**src/rtl/uart_mike_rx.sv**
```systemverilog
// UART receive front end: 2-flop input synchroniser, start-bit qualification, mid-bit sampling.
// Optional even-parity bit between data and stop when UART_MIKE_RX_PARITY_EN is defined.
module uart_mike_rx #(
  parameter int UART_DATA_WIDTH = 8,
  parameter int CLKS_PER_BIT    = 868
) (
  input  logic                       clk,
  input  logic                       rst,
  input  logic                       rxd,
  input  logic                       rx_flag_clr,
  output logic                       rx_start,
  output logic                       rx_done,
  output logic [UART_DATA_WIDTH-1:0] rx_data,
  output logic                       rx_flag,
  output logic                       rx_frame_err,
  output logic                       rx_overrun,
  output logic                       rx_parity_err
);

  localparam int HALF_BIT = CLKS_PER_BIT / 2;
  localparam int BCNT_W   = $clog2(CLKS_PER_BIT);
  localparam int BIDX_W   = $clog2(UART_DATA_WIDTH);

  localparam logic [BCNT_W-1:0] BCNT_LAST = BCNT_W'(CLKS_PER_BIT - 1);
  localparam logic [BCNT_W-1:0] BCNT_HALF = BCNT_W'(HALF_BIT - 1);
  localparam logic [BIDX_W-1:0] BIDX_LAST = BIDX_W'(UART_DATA_WIDTH - 1);

  typedef enum logic [2:0] {
    S_IDLE,
    S_START,
    S_DATA,
`ifdef UART_MIKE_RX_PARITY_EN
    S_PARITY,
`endif
    S_STOP,
    S_BREAK
  } state_t;

  state_t                     state, state_next;
  logic                       rx_meta, rxs;
  logic [BCNT_W-1:0]          bcnt;
  logic [BIDX_W-1:0]          bidx;
  logic [UART_DATA_WIDTH-1:0] sreg;
  logic                       bit_end;
  logic                       start_nxt, done_nxt, shift_en;

  assign bit_end = (bcnt == BCNT_LAST);

  always_comb begin
    state_next = state;
    start_nxt  = 1'b0;
    done_nxt   = 1'b0;
    shift_en   = 1'b0;
    case (state)
      S_IDLE:  if (!rxs) state_next = S_START;
      S_START: begin
        if (bcnt == BCNT_HALF) begin
          if (!rxs) begin
            state_next = S_DATA;
            start_nxt  = 1'b1;
          end else begin
            state_next = S_IDLE;
          end
        end
      end
      S_DATA: begin
        if (bit_end) begin
          shift_en = 1'b1;
`ifdef UART_MIKE_RX_PARITY_EN
          if (bidx == BIDX_LAST) state_next = S_PARITY;
`else
          if (bidx == BIDX_LAST) state_next = S_STOP;
`endif
        end
      end
`ifdef UART_MIKE_RX_PARITY_EN
      S_PARITY: if (bit_end) state_next = S_STOP;
`endif
      S_STOP: begin
        if (bit_end) begin
          done_nxt   = 1'b1;
          state_next = rxs ? S_IDLE : S_BREAK;
        end
      end
      S_BREAK: if (rxs) state_next = S_IDLE;
      default: state_next = S_IDLE;
    endcase
  end

  always_ff @(posedge clk or posedge rst) begin
    if (rst) begin
      rx_meta <= 1'b1;
      rxs     <= 1'b1;
      state   <= S_IDLE;
      bcnt    <= '0;
      bidx    <= '0;
      sreg    <= '0;
    end else begin
      rx_meta <= rxd;
      rxs     <= rx_meta;
      state   <= state_next;
      // bcnt restarts on every state change and wraps each bit period while in DATA
      if (state == S_IDLE || state_next != state || bit_end) bcnt <= '0;
      else                                                  bcnt <= bcnt + 1'b1;
      if (start_nxt)     bidx <= '0;
      else if (shift_en) bidx <= bidx + 1'b1;
      if (shift_en) sreg <= {rxs, sreg[UART_DATA_WIDTH-1:1]};
    end
  end

  always_ff @(posedge clk or posedge rst) begin
    if (rst) begin
      rx_start     <= 1'b0;
      rx_done      <= 1'b0;
      rx_data      <= '0;
      rx_flag      <= 1'b0;
      rx_frame_err <= 1'b0;
      rx_overrun   <= 1'b0;
    end else begin
      rx_start <= start_nxt;
      rx_done  <= done_nxt;
      // a completing frame takes priority over an acknowledge in the same cycle
      if (done_nxt) begin
        rx_frame_err <= ~rxs;
        if (rx_flag_clr || !rx_flag) begin
          rx_data    <= sreg;
          rx_flag    <= 1'b1;
          rx_overrun <= 1'b0;
        end else begin
          rx_overrun <= 1'b1;
        end
      end else if (rx_flag_clr) begin
        rx_flag    <= 1'b0;
        rx_overrun <= 1'b0;
      end
    end
  end

`ifdef UART_MIKE_RX_PARITY_EN
  logic par_bit;

  always_ff @(posedge clk or posedge rst) begin
    if (rst) begin
      par_bit       <= 1'b0;
      rx_parity_err <= 1'b0;
    end else begin
      if (state == S_PARITY && bit_end) par_bit <= rxs;
      if (done_nxt) rx_parity_err <= (^sreg) ^ par_bit;
    end
  end
`else
  assign rx_parity_err = 1'b0;
`endif

endmodule

```
**config.mk**
```make
export PLATFORM = sky130hd
export DESIGN_NAME = uart_mike_rx
export DESIGN_NICKNAME = d
export VERILOG_FILES = /design/src/rtl/uart_mike_rx.sv
export SDC_FILE = /design/constraint.sdc
export NUM_CORES = 1
export LEC_CHECK = 0
export BUFFER_PORTS_ARGS = -buffer_cell sky130_fd_sc_hd__buf_2
export CORE_MARGIN = 2
export CORE_UTILIZATION = 25
export CTS_CLUSTER_DIAMETER = 30
export DETAILED_ROUTE_END_ITERATION = 16
export PLACE_DENSITY = 0.39
export SLEW_MARGIN = 10
export SYNTH_ARGS = -nofsm -noshare
export SYNTH_HDL_FRONTEND = slang
export SYNTH_SLANG_ARGS = --single-unit
```
**constraint.sdc**
```tcl
create_clock -name clk -period 3.12 [get_ports clk]
set_input_delay 0.624 -clock clk [delete_from_list [all_inputs] [get_ports clk]]
set_output_delay 0.624 -clock clk [all_outputs]
set_load 0.02 [all_outputs]
```
==> flow_summary.yaml <==
cells_and_area:
  antennaDiodeCount: 0
  final_nets: 181
  share_of_post_route_cells_with_drive_strength_above_1: 0.305
  layout_commonest_cell: "dfrtp_1"
  areaGrowthSynthToFinish_pct: 15.6
  final_core_utilization: 0.293
  layout_common_cells: "37 x dfrtp_1, 16 x mux2_2, 16 x buf_2"
clock_tree:
  cts-buffers-inserted: 5
  h-tree-depth: 2
  postCtsSetupRepairBufs: 0
  hold_buffers: 0
  cts.reportedPaths.clkPinSlew_ps: 80
  cts.sink_count: 39
  tritoncts: "built"
  clockBufferDepth: 2
  clockRootBuffer: "clkbuf_8"
  insertion_delay_ps: 290
  ctsResizeCount: 0
floorplanning:
  die_width_um: 89.1
  boundaryPins: 18
  start_util: 0.254
  dieArea_um2: 7930
  die_h_um: 89.1
  design.core.area_um2: 7140
  rows: 31
drt:
  vias_per_cell: 4.47
  detail_route.iter0.violations: 70
  iteration_count_of_the_initial_detailed_routing_pass: 4
  route.detailed.drc: 0
  vias_post_dr: 1219
  wl_um: 3440
  route.detailed.wl_per_inst_um: 12.6
  final_antenna_net_count: 0
timing:
  tightest_slew_ps: 577
  timing.final.hold_violations: 0
  finalClockSkew_ps: 3.11
  max_clock_freq_mhz: 488
  max-slew-margin-rel: 0.615
  finalSetupTns_ps: 0
  final-max-slew-violation-count: 0
  finalCriticalPeriod_ps: 2050
  timing.final.crit_share: 0.656
  setup_viol_count_final: 0
  grt_setup_unrepaired: "false"
synthesis:
  yosysUniqueCellTypes: 37
  post_synth_top_area_share: 0.512
  synth_compound_gate_area_share: 0.0533
  dominant_combinational_cell_family_by_area_after_synthesis: "simple AND/OR/NAND/NOR gates"
  synth.top_cells.by_area: "dfrtp_1 51%, mux2_2 10%, xnor2_1 3.4%"
  netlist_instances: 152
  postSynthNetCount: 160
  synthesis.yosys.warnings: 0
  ys_ff_latch: 39
  synth-xor-area-share: 0.0387
  synth.area.mux_share: 0.111
  synth_adder_area_share: 0.0277
  syn-cell-area_um2: 1810
  netlist.top_cell.by_area: "dfrtp_1"
  synth_seq_area_share: 0.541
  post_synth.cell_area_avg_um2: 11.9
  synthSimpleGateAreaFrac: 0.200
power_and_ir_drop:
  power.leakage_nw: 1.00
  peak_vdd_ir_mv: 0.160
  power.density_cell_area_nw_per_um2: 410
setup_path:
  crit_path_max_incr_delay_ps: 420
  worstPathMaxFanout: 8
  cp_cell_sequence: "ha_1 -> and4b_2 -> nand4_4 -> nor3_4 -> mux2_2"
  slowest_cell_on_the_critical_path: "dfrtp_1"
  worstSetupStartpointType: "flip-flop"
  worstSetupPathType: "flip-flop to flip-flop"
  cp_data_arrival_time_ps: 2220
  critPathRequiredTime_ps: 3300
  timing.critical_path.to_type: "flip-flop"
global_routing:
  grt_overflow: 0
  grt_start_max_net_pins: 18
  grt_first_pass_wirelength_um: 5870
  first_global_vias: 1185
  globalRouteTotalUtil: 0.0975
  number_of_antenna_violations_at_the_first_check_in_global_routing: 0
place:
  gp_congestion: 0.835
  place.detailed.hpwl_um: 2510
  io_buffer_count: 16
flow_run:
  cap_viol_max_count: 0
outcome:
  status: "completed"
worst_hold_path:
  hp-class: "input pin to asynchronous set/reset pin"
[cells in the mapped netlist, drive strengths merged]
cell	n
nand3	6
nor3	14
or3	1
a31oi	1
a31o	1
dfrtp	37
nor2b	1
and3b	3
a21oi	5
inv	7
o21ai	1
and4	2
nor2	11
a21o	1
nand2	7
conb	1
o31ai	4
or2	2
xnor2	7
buf	4
and4b	1
nor3b	1
or4b	1
nand4	6
nand2b	1
and3	1
mux2	16
dfstp	2
mux2i	2
ha	4
xor2	1
[stage by stage]
| step | hold WS, ps | worst slack, ps | cells | cell area (um2) | power [W] |
|---|---|---|---|---|---|
| 3_3_place_gp | 349 | 1100 | 265 | 2010 | 0.000536 |
| 2_1_floorplan | 345 | 1320 | 152 | 1810 | 0.000529 |
| 6_report | 357 | 1070 | 273 | 2090 | 0.000858 |
| 4_1_cts | 361 | 1050 | 273 | 2090 | 0.000875 |
| 5_1_grt | 362 | 962 | 273 | 2090 | 0.000903 |
| 3_5_place_dp | 350 | 1050 | 265 | 2010 | 0.000537 |
[layer usage]
layer	vias to the layer above	global-route usage	routed length (um)
met5	-	0	0
met4	0	0.0475	80
met3	6	0.0259	149
met2	25	0.146	1570
met1	605	0.131	1640
li1	583	-	-
[cell families (layout without fill, tap and decap cells)]
kind of cell               count (synthesis)  in the layout
and+or+nand+nor                           58             58
DFF                                       39             39
muxes                                     18             18
AOI/OAI and AO/OA                         13             13
buffers and inverters                     11             33
xor gates and xnor gates                   8              8
adders and majority gates                  4              4
other                                      1              1
[report_power, final]
| group | internal [W] | leakage [nW] | switching [W] |
|---|---|---|---|
| clock | 0.000156 | 0.0412 | 0.000176 |
| sequential | 0.000507 | 0.523 | 0.00000137 |
| combinational | 0.00000360 | 0.436 | 0.0000134 |
[state kept, by name (all words and copies together), names as in the netlist]
| register | count |
|---|---|
| bcnt | 10 |
| rx_data | 8 |
| sreg | 8 |
| bidx | 3 |
| state | 3 |
| rx_done | 1 |
| rx_flag | 1 |
| rx_frame_err | 1 |
| rx_meta | 1 |
| rx_overrun | 1 |
| rx_start | 1 |
| rxs | 1 |
[worst paths after layout]
check | endpoint | cells past startpoint | slack (ps) | from
min reg2reg | rxs | 0 | 360 | rx_meta
max | rx_data[0] | 5 | 1070 | bcnt[0]
min in group clk | rxs | 0 | 360 | rx_meta
max reg2reg | rx_data[0] | 5 | 1070 | bcnt[0]
min | sreg[6] | 2 | 360 | rst
max in group asynchronous | rxs | 3 | 2130 | rst
[worst max-delay path, delay by kind of cell, from the launching register on]
kind	cells	cell delay, ps
simple gates	3	890
flops	1	420
mux	1	390
fa+ha+maj	1	230
[cell type report]
cell class	count	area, um2
tap	99	124
sequential	39	978
timing repair buffer	18	95.1
clock buffer	6	72.6
clock inverter	2	12.5
inverter	7	26.3
fill	748	5050
multi-input combinational	102	782
No activity file was read; power rests on OpenSTA's default activity.
